[src/rtl/output_vc_state_pkg.sv]
// Shared types and helpers for the output-VC allocation and credit tracking block.
package output_vc_state_pkg;

    typedef enum logic [1:0] {
        VC_IDLE   = 2'd0,
        VC_ACTIVE = 2'd1,
        VC_DRAIN  = 2'd2
    } vcState_t;

    // Ceiling log2; a credit counter needs CLogB2(depth)+1 bits to hold the full depth.
    function automatic int CLogB2(input int value);
        int result;
        result = 0;
        for (int i = 0; i < 31; i++) begin
            if ((1 << i) < value) begin
                result = i + 1;
            end
        end
        return result;
    endfunction

    function automatic int numVcs(input int vcWidth);
        return 1 << vcWidth;
    endfunction

endpackage

[src/rtl/output_vc_slice.sv]
// One output VC: IDLE/ACTIVE/DRAIN state plus a saturating downstream credit counter.
module output_vc_slice
    import output_vc_state_pkg::*;
#(
    parameter int NCREDITS     = 4,
    parameter int CREDIT_WIDTH = 3
) (
    input  logic clock,
    input  logic reset,
    input  logic i_grant,
    input  logic i_send,
    input  logic i_tail,
    input  logic i_credit,
    output logic o_idle,
    output logic o_creditAvail,
    output logic o_protoErr
);

    localparam logic [CREDIT_WIDTH-1:0] FULL = CREDIT_WIDTH'(NCREDITS);

    vcState_t                r_state;
    vcState_t                w_stateNext;
    logic [CREDIT_WIDTH-1:0] r_count;
    logic [CREDIT_WIDTH-1:0] w_countNext;

    always_ff @(posedge clock) begin
        if (reset) begin
            r_state <= VC_IDLE;
            r_count <= FULL;
        end else begin
            r_state <= w_stateNext;
            r_count <= w_countNext;
        end
    end

    // A send and a credit in the same cycle cancel; lone updates saturate at 0 and FULL.
    always_comb begin
        w_countNext = r_count;
        if (i_send && !i_credit) begin
            if (r_count != '0) begin
                w_countNext = r_count - 1'b1;
            end
        end else if (i_credit && !i_send) begin
            if (r_count != FULL) begin
                w_countNext = r_count + 1'b1;
            end
        end

        w_stateNext = r_state;
        case (r_state)
            VC_IDLE: begin
                if (i_grant) begin
                    w_stateNext = VC_ACTIVE;
                end
            end
            VC_ACTIVE: begin
                if (i_send && i_tail) begin
                    w_stateNext = (w_countNext == FULL) ? VC_IDLE : VC_DRAIN;
                end
            end
            VC_DRAIN: begin
                if (w_countNext == FULL) begin
                    w_stateNext = VC_IDLE;
                end
            end
            default: w_stateNext = VC_IDLE;
        endcase
    end

    always_comb begin
        o_idle        = (r_state == VC_IDLE);
        o_creditAvail = (r_count != '0);
        o_protoErr    = (i_send && ((r_state != VC_ACTIVE) || (r_count == '0)))
                      || (i_credit && (r_count == FULL));
    end

endmodule

[src/rtl/output_vc_state.sv]
// Output-VC state tracker: round-robin allocation of idle VCs, per-VC credit slices, sticky error.
module output_vc_state
    import output_vc_state_pkg::*;
#(
    parameter int VC_WIDTH = 1,
    parameter int NCREDITS = 4
) (
    input  logic                       clock,
    input  logic                       reset,
    input  logic                       alloc_req,
    output logic                       alloc_grant,
    output logic [VC_WIDTH-1:0]        allocated_vc,
    input  logic                       flit_send,
    input  logic [VC_WIDTH-1:0]        flit_vc,
    input  logic                       flit_tail,
    input  logic                       credit_valid,
    input  logic [VC_WIDTH-1:0]        credit_vc,
    output logic [(1<<VC_WIDTH)-1:0]   vc_idle,
    output logic [(1<<VC_WIDTH)-1:0]   vc_credit_avail,
    output logic                       error
);

    localparam int NVCS         = numVcs(VC_WIDTH);
    localparam int CREDIT_WIDTH = CLogB2(NCREDITS) + 1;

    logic [VC_WIDTH-1:0] r_ptr;
    logic                r_error;
    logic [NVCS-1:0]     w_idle;
    logic [NVCS-1:0]     w_creditAvail;
    logic [NVCS-1:0]     w_protoErr;
    logic [NVCS-1:0]     w_grantVec;
    logic [VC_WIDTH-1:0] w_sel;
    logic [VC_WIDTH-1:0] w_idx;
    logic                w_anyIdle;

    // Scan from the pointer upward; VC_WIDTH-bit addition gives the wrap to VC 0 for free.
    always_comb begin
        w_anyIdle = 1'b0;
        w_sel     = '0;
        w_idx     = '0;
        for (int k = 0; k < NVCS; k++) begin
            w_idx = r_ptr + VC_WIDTH'(k);
            if (!w_anyIdle && w_idle[w_idx]) begin
                w_anyIdle = 1'b1;
                w_sel     = w_idx;
            end
        end
    end

    assign alloc_grant  = alloc_req && w_anyIdle;
    assign allocated_vc = w_sel;

    always_ff @(posedge clock) begin
        if (reset) begin
            r_ptr   <= '0;
            r_error <= 1'b0;
        end else begin
            if (alloc_grant) begin
                r_ptr <= w_sel + 1'b1;
            end
            if (|w_protoErr) begin
                r_error <= 1'b1;
            end
        end
    end

    for (genvar g = 0; g < NVCS; g++) begin : gSlice
        assign w_grantVec[g] = alloc_grant && (w_sel == VC_WIDTH'(g));

        output_vc_slice #(
            .NCREDITS     (NCREDITS),
            .CREDIT_WIDTH (CREDIT_WIDTH)
        ) uSlice (
            .clock         (clock),
            .reset         (reset),
            .i_grant       (w_grantVec[g]),
            .i_send        (flit_send && (flit_vc == VC_WIDTH'(g))),
            .i_tail        (flit_tail),
            .i_credit      (credit_valid && (credit_vc == VC_WIDTH'(g))),
            .o_idle        (w_idle[g]),
            .o_creditAvail (w_creditAvail[g]),
            .o_protoErr    (w_protoErr[g])
        );
    end

    assign vc_idle         = w_idle;
    assign vc_credit_avail = w_creditAvail;
    assign error           = r_error;

endmodule

[config.mk]
export PLATFORM = sky130hd
export DESIGN_NAME = output_vc_state
export DESIGN_NICKNAME = d
export VERILOG_FILES = /design/src/rtl/output_vc_state_pkg.sv /design/src/rtl/output_vc_slice.sv /design/src/rtl/output_vc_state.sv
export SDC_FILE = /design/constraint.sdc
export NUM_CORES = 1
export LEC_CHECK = 0
export ABC_AREA = 1
export BUFFER_PORTS_ARGS = -buffer_cell sky130_fd_sc_hd__buf_2
export CORE_MARGIN = 5
export CORE_UTILIZATION = 49
export CTS_CLUSTER_DIAMETER = 40
export DETAILED_ROUTE_END_ITERATION = 10
export PLACE_DENSITY_LB_ADDON = 0.1
export SYNTH_ARGS = -nofsm -noshare
export SYNTH_HDL_FRONTEND = slang
export SYNTH_SLANG_ARGS = --single-unit
[constraint.sdc]
create_clock -name clock -period 1.28 [get_ports clock]
set_clock_uncertainty 0.1 [all_clocks]
set_input_delay 0.064 -clock clock [delete_from_list [all_inputs] [get_ports clock]]
set_output_delay 0.064 -clock clock [all_outputs]
set_load 0.05 [all_outputs]
==> impl_metrics.py <==
metrics = {
    "routing": {
        "wl_per_cell_um": 11.2,
        "vias": 1002,
        "ant_nets": 0,
        "drtIter0Drc": 22,
        "routed_via_density": 5.01,
        "dr.pass1.iters": 5,
        "routed_wl_um": 2240,
        "remaining_drc_errors": 0,
    },
    "critical_path": {
        "critPathLaunchType": "flop",
        "path_max_fanout": 4,
        "cpPeakStageDelay_ps": 360,
        "worstReg2RegStart": "gSlice[1].uSlice.r_count[0]",
        "path_class": "flop to primary output",
        "r2r_end": "gSlice[1].uSlice.r_state[1]",
        "cp.required_ps": 1120,
        "ff2ff_path_depth": 11,
        "crit_path_top_delay_cell": "dfxtp_4",
        "cp_cell_sequence": "nor2_4 > buf_6 > nor2_2 > nor2_4 > buf_8",
        "cpMostUsedCell": "nor2_4",
        "critPathArrivalTime_ps": 1180,
        "critPathCaptureType": "primary output",
        "r2r_slack_ps": -60,
    },
    "grt": {
        "grt_pass1_wl_um": 3350,
        "antenna_found_initial": 0,
        "overflow": 0,
        "grt_max_degree": 10,
        "first_global_vias": 856,
        "grt_usage_pct": 16.0,
    },
    "cts": {
        "cts-root-buf": "clkbuf_4",
        "cts_sinks": 12,
        "clkTransAtPathRegs_ps": 70,
        "insertion_delay_ps": 270,
        "numCtsBuffers": 3,
        "clk_path_buf_depth": 2,
        "htree_levels": 1,
        "cts_tree": "done",
    },
    "finish": {
        "nNetsFinal": 191,
        "postLayoutCellArea_um2": 1290,
        "layout_common_cells": "32 x nand2_1, 19 x inv_1, 16 x nand3_1",
        "n_fill_cell": 152,
        "drive_above_1_share_pct": 40.0,
        "area_growth_pct": 45.4,
        "stdcell_count": 200,
        "layout_commonest_cell": "nand2_1",
        "diodes": 0,
    },
    "synthesis": {
        "syn_inst": 145,
        "syn_area_um2": 891,
        "ys_seq_area_share_pct": 27.0,
        "ys_ff_latch": 12,
        "ys_types": 19,
        "syn_nets": 159,
        "synth_warnings": 0,
        "syn_avg_cell_area_um2": 6.14,
    },
    "sta": {
        "rsz0062_at_grt": "yes",
        "clock.fmax_ghz": 0.745,
        "timing.hold.ws_ps": 26.2,
        "worstMarginPinSlew_ps": 279,
        "fin_crit_sh_pct": 105,
        "fin_ws_ps": -62.9,
        "finalHoldViolCount": 0,
        "min_period_ps": 1340,
        "maxSlewViolCount": 0,
        "worst_slew_margin_rel_pct": 81.3,
        "setup_viol": 5,
    },
    "placed_design": {
        "io_buffer_count": 14,
        "dpl_cell_area_um2": 1060,
        "gp_congestion": 0.785,
        "dp_hpwl_um": 1580,
        "placed_cells": 189,
        "dp_slack_ps": -116,
    },
    "floorplan": {
        "die_w_um": 52.6,
        "die_area_um2": 2770,
        "io_pins": 15,
        "start_util_pct": 51.6,
        "fp.coreArea_um2": 1730,
        "rows": 15,
        "die_height_um": 52.6,
    },
    "power": {
        "p_per_area_nw_per_um2": 992,
        "p_total_uw": 1280,
        "p_leak_uw": 0.000666,
        "ir_drop_uv": 935,
    },
    "worst_hold_path": {
        "whs_path_depth": 4,
        "min_path_type": "primary input to flop",
        "min_from": "flit_tail",
        "hold_end": "gSlice[1].uSlice.r_state[0]",
    },
    "outcome": {
        "violations": "negative setup slack",
        "status": "finished, violations left",
    },
    "flow_run": {
        "maxCapViolations": 0,
    },
}
[worst max-delay path by stage]
stage	start	end
5_1_grt	gSlice[1].uSlice.r_count[0]	gSlice[1].uSlice.r_state[1]
3_5_place_dp	gSlice[0].uSlice.r_count[1]	gSlice[0].uSlice.r_state[1]
2_1_floorplan	gSlice[1].uSlice.r_count[0]	gSlice[1].uSlice.r_state[1]
6_report	gSlice[0].uSlice.r_state[0]	alloc_grant
3_3_place_gp	gSlice[0].uSlice.r_count[1]	gSlice[0].uSlice.r_state[1]
4_1_cts	gSlice[1].uSlice.r_count[0]	gSlice[1].uSlice.r_state[1]
[critical path: cells and delay by family (launching register included)]
kind,cells,cell delay (ps)
buffers and inverters,2,260
DFF,1,360
and+or+nand+nor,3,290
[final cells by class]
cell class                      instances  area (um2)  share of cell area (%)
Clock buffer                            3        22.5                    1.74
Inverter                               27         104                    8.02
Multi-Input combinational cell        101         629                    48.6
Sequential cell                        12         254                    19.6
Tap cell                               25        31.3                    2.42
Timing Repair Buffer                   32         254                    19.6
[timing repair]
action | in CTS | in global routing
cloned | 0 | 0
setup endpoints to repair | 10 | 14
hold buffers | 1 | 0
setup buffers | 2 | 5
endpoints found under the hold margin | 7 | 0
pin swaps | 9 | 10
resized for setup | 27 | 25
[synthesized netlist by cell type]
cell type  instances  share of area [%]
a41oi_1            1               0.98
ha_1               6                8.4
dfxtp_1           12                 27
a21oi_1            7                3.9
inv_2              1               0.42
nand3_2            1                1.1
o21ai_0            5                2.8
nand2_1           35                 15
xor2_1             1               0.98
xnor2_1            1               0.98
nor2_1            18                7.6
inv_1             26                 11
nor2_4             1                1.3
nand3_1           19                 11
nand2_2            2                1.4
buf_4              4                3.4
nand4_1            3                2.1
clkbuf_1           1               0.42
o211ai_1           1               0.84
[metal layers]
layer,track usage (%),share of wire [%],vias up
met5,0,0,-
met4,2.55,1.0,0
met3,4.27,4.5,4
met2,31.0,55,34
met1,17.1,40,451
li1,-,-,513
[registers in the layout, summed over array words and instances, names as in the netlist]
name / count
r_ptr: 1
gSlice.uSlice.r_count: 6
gSlice.uSlice.r_state: 4
error: 1
[through the flow]
stage	util (%)	setup TNS, ps
4_1_cts	68.4	-130
2_1_floorplan	-	0
3_5_place_dp	61.2	-286
3_3_place_gp	61.2	-135
5_1_grt	75.0	-964
6_report	75.0	-201
[cells by family (layout without fill, tap and decap cells)]
group           count (synthesis)  in the layout  synth area share, %
compound gates                 14             14                 8.57
xor+xnor                        2              2                 1.97
fa+ha+maj                       6              6                 8.43
buf+inv                        32             62                 15.2
flops                          12             12                 27.0
simple gates                   79             79                 38.9
[power breakdown]
group / total, uW / internal, uW / switching [uW]
clock network: 225 / 109 / 116
registers: 441 / 409 / 31.7
logic: 619 / 270 / 349
Note: power is estimated with default switching activity, not from simulation.
